### src/rtl/fir_ref_delay.sv
// fir_ref_delay: reference symbol delay line; tap 0 is the live input, tap k is k en-samples old
module fir_ref_delay #(
   parameter int DLY_W = 3
) (
   input  logic             clk,
   input  logic             rst,
   input  logic             en,
   input  logic [1:0]       x_ref,
   input  logic [DLY_W-1:0] sel,
   output logic [1:0]       tap
);
   localparam int D = 2 ** DLY_W;
   logic [2*D-1:2] sr;
   logic [2*D-1:0] line;
   always_ff @(posedge clk or negedge rst)
      if (!rst) sr <= '0;
      else if (en) sr <= {sr[2*D-3:2], x_ref};
   assign line = {sr, x_ref};
   assign tap = line[{sel, 1'b0} +: 2];
endmodule

### config.mk
export PLATFORM = sky130hd
export DESIGN_NAME = fir_ref_delay
export DESIGN_NICKNAME = d
export VERILOG_FILES = /design/src/rtl/fir_ref_delay.sv
export SDC_FILE = /design/constraint.sdc
export NUM_CORES = 1
export LEC_CHECK = 0
export ABC_AREA = 1
export CAP_MARGIN = 20
export CORE_UTILIZATION = 35
export DETAILED_ROUTE_END_ITERATION = 6
export PLACE_DENSITY = 0.64
export SLEW_MARGIN = 40
export SYNTH_ARGS = -nofsm -noshare
export SYNTH_HDL_FRONTEND = slang
export SYNTH_SLANG_ARGS = --single-unit
### constraint.sdc
create_clock -name clk -period 1.1 [get_ports clk]
set_input_delay 0.165 -clock clk [delete_from_list [all_inputs] [get_ports clk]]
set_output_delay 0.165 -clock clk [all_outputs]
set_load 0.02 [all_outputs]
==> impl_metrics.env <==
export IMPL_cts_made_buffers=3
export IMPL_vias=742
export IMPL_antenna_left=0
export IMPL_rsz0062_at_grt="yes"
export IMPL_rows=16
export IMPL_pin_count=10
export IMPL_slew_headroom_pct=82.5
export IMPL_finalHoldViolCount=0
export IMPL_cp_slowest_stage_delay_ns=0.41
export IMPL_failed_checks="negative setup slack"
export IMPL_syn_inst=99
export IMPL_critPathCaptureType="output pin"
export IMPL_netlist_area_um2=726
export IMPL_finalHoldWorstSlack_ns=0.180
export IMPL_clock_sinks=14
export IMPL_avgSynthCellArea_um2=7.33
export IMPL_grt_usage_pct=17.4
export IMPL_power_leakage_uw=0.000599
export IMPL_worstPathCellList="inv_2, nand2_1, nand3_1, nand2_1, nand2_1, nand2_1, buf_6"
export IMPL_cp_slowest_cell="dfrtp_1"
export IMPL_tritoncts="yes"
export IMPL_worstReg2RegStart="sr[3]$_DFFE_PN0P_"
export IMPL_synth_area_leaders="dfrtp_1 48%, nand2_1 20%, o21ai_1 9.7%"
export IMPL_n_antenna_cell=0
export IMPL_grt_pass1_vias=635
export IMPL_synthDistinctLibCells=9
export IMPL_crit_fanout=2
export IMPL_crit_end="tap[1]"
export IMPL_firstDrtPassIters=4
export IMPL_yosys_warnings=0
export IMPL_cts_path_max_buffers=2
export IMPL_antenna_found_initial=0
export IMPL_min_period_over_period_pct=124
export IMPL_peakVddDrop_mv=0.733
export IMPL_rrSetupSlack_ns=-0.04
export IMPL_grt_max_degree=29
export IMPL_slew_viol_final=0
export IMPL_grt_ovfl_total=0
export IMPL_coreArea_um2=1960
export IMPL_nFillCells=176
export IMPL_layout_setup_ws_ns=-0.267
export IMPL_h_tree_depth=1
export IMPL_syn_num_nets=107
export IMPL_crit_type="flop to output pin"
export IMPL_synthToLayoutAreaGrowth_pct=56.6
export IMPL_status="finished with violations"
export IMPL_synth_top_area_cell="dfrtp_1"
export IMPL_maxClockFrequency_mhz=732
export IMPL_path_depth=7
export IMPL_synth_top_area_share_pct=48.3
export IMPL_setup_violations=3
export IMPL_dieArea_um2=2260
export IMPL_critPathArrivalTime_ns=1.20
export IMPL_utilization_pct=57.9
export IMPL_place_congestion=0.735
export IMPL_worstPathRequired_ns=0.94
export IMPL_drt_iter0_markers=30
export IMPL_layout_commonest_cell="nand2_1"
export IMPL_drc_errors=0
export IMPL_clk_pin_slew_worst_paths_ns=0.08
export IMPL_power_per_cell_area_nw_per_um2=1300
export IMPL_reg2regPathDepth=7
export IMPL_ys_seq_area_share_pct=48.3
export IMPL_worst_pin_slew_ns=0.262
export IMPL_hp_class="input port to async pin"
export IMPL_ys_ff_latch=14
export IMPL_wirelength_um=1910
export IMPL_layout_drive_gt1_share_pct=43.4
export IMPL_critPathBufInv=2
export IMPL_clk_latency_ns=0.28
export IMPL_grt_pass1_wl_um=2720
export IMPL_r2r_end="sr[3]$_DFFE_PN0P_"
export IMPL_port_buffers=9
export IMPL_fin_crit_ns=1.37
export IMPL_tns_ns=-0.560
export IMPL_die_w_um=47.5
export IMPL_clock_root_buffer="clkbuf_4"
export IMPL_top_regs="sr: 14 flops"
export IMPL_maxCapViolCount=0
export IMPL_place_hpwl_um=1060
export IMPL_vias_per_cell=4.55
export IMPL_start_kind="flop"
export IMPL_die_h_um=47.5
export IMPL_fin_skew_ns=0.000559
export IMPL_crit_top_cell="nand2_1"
export IMPL_initial_core_util_pct=37.0
export IMPL_final_nets=145
export IMPL_post_drt_wl_per_cell_um=11.7
export IMPL_crit_family="flip-flops"
export IMPL_cp_startpoint="sr[3]$_DFFE_PN0P_"
export IMPL_largest_register="sr"
export IMPL_final_cell_mix="34 x nand2_1, 19 x buf_4, 14 x dfrtp_1, 12 x inv_2, 12 x o21ai_1"
export IMPL_largest_reg_flops=14
==> cells in the mapped netlist, drive strengths merged <==
| cell | n |
|---|---|
| o21ai | 14 |
| nand3 | 8 |
| nand2 | 40 |
| inv | 19 |
| buf | 4 |
| dfrtp | 14 |
==> metrics by stage <==
step	cells	cell area [µm²]	setup WS, ns	power [µW]
floorplan	99	726	0.187	794
global placement	147	948	-0.774	967
detailed placement	147	948	-0.810	978
CTS	163	1090	-0.230	1430
global route	163	1140	-0.324	1570
finish	163	1140	-0.267	1470
==> timing repair <==
item	CTS	global route
buffers inserted	11	9
resized for setup	26	17
gates cloned	1	0
endpoints found under the setup margin	2	4
pin swaps	10	9
hold buffers	0	0
==> worst min-delay path by stage <==
stage	start	end	slack [ns]	depth (start not counted)
finish	rst	sr[11]$_DFFE_PN0P_	0.18	2
global route	rst	sr[7]$_DFFE_PN0P_	0.21	2
CTS	rst	sr[13]$_DFFE_PN0P_	0.18	2
floorplan	rst	sr[10]$_DFFE_PN0P_	-0.13	0
detailed placement	sr[8]$_DFFE_PN0P_	sr[10]$_DFFE_PN0P_	0.47	2
global placement	sr[9]$_DFFE_PN0P_	sr[11]$_DFFE_PN0P_	0.46	2
==> area by class of cell <==
cell class	count	area [µm²]	share of cell area (%)
Sequential cell	14	350	30.8
Timing Repair Buffer	37	337	29.6
Multi-Input combinational cell	62	303	26.7
Inverter	19	76.3	6.72
Clock buffer	4	36.3	3.19
Tap cell	27	33.8	2.97
==> report_power, final <==
| group | internal [µW] | switching, µW | total, µW |
|---|---|---|---|
| logic | 255 | 222 | 477 |
| registers | 581 | 41.2 | 622 |
| clock network | 202 | 173 | 375 |
| total | 1040 | 437 | 1470 |
==> metal layers <==
metal / share of wire [%] / track usage, % / wire length, µm / vias up
met4: 1.8 / 5.00 / 34 / 0
met1: 40 / 21.6 / 754 / 336
met5: 0 / 0 / 0 / -
met3: 5.5 / 6.42 / 105 / 4
met2: 53 / 28.5 / 1010 / 27
li1: - / - / - / 375
==> cell families after synthesis <==
group                  share of synthesized area (%)
AOI/OAI and AO/OA                               9.66
buffers and inverters                           15.2
DFF                                             48.3
and+or+nand+nor                                 26.9
==> worst register-to-register path, cell delays in order (launching register included) <==
cell and delay [ns]:
dfrtp_1 0.39, inv_2 0.06, buf_6 0.11, buf_6 0.10, buf_6 0.10, buf_6 0.10, buf_6 0.10, o21ai_2 0.11
No activity file was read; power rests on OpenSTA's default activity.
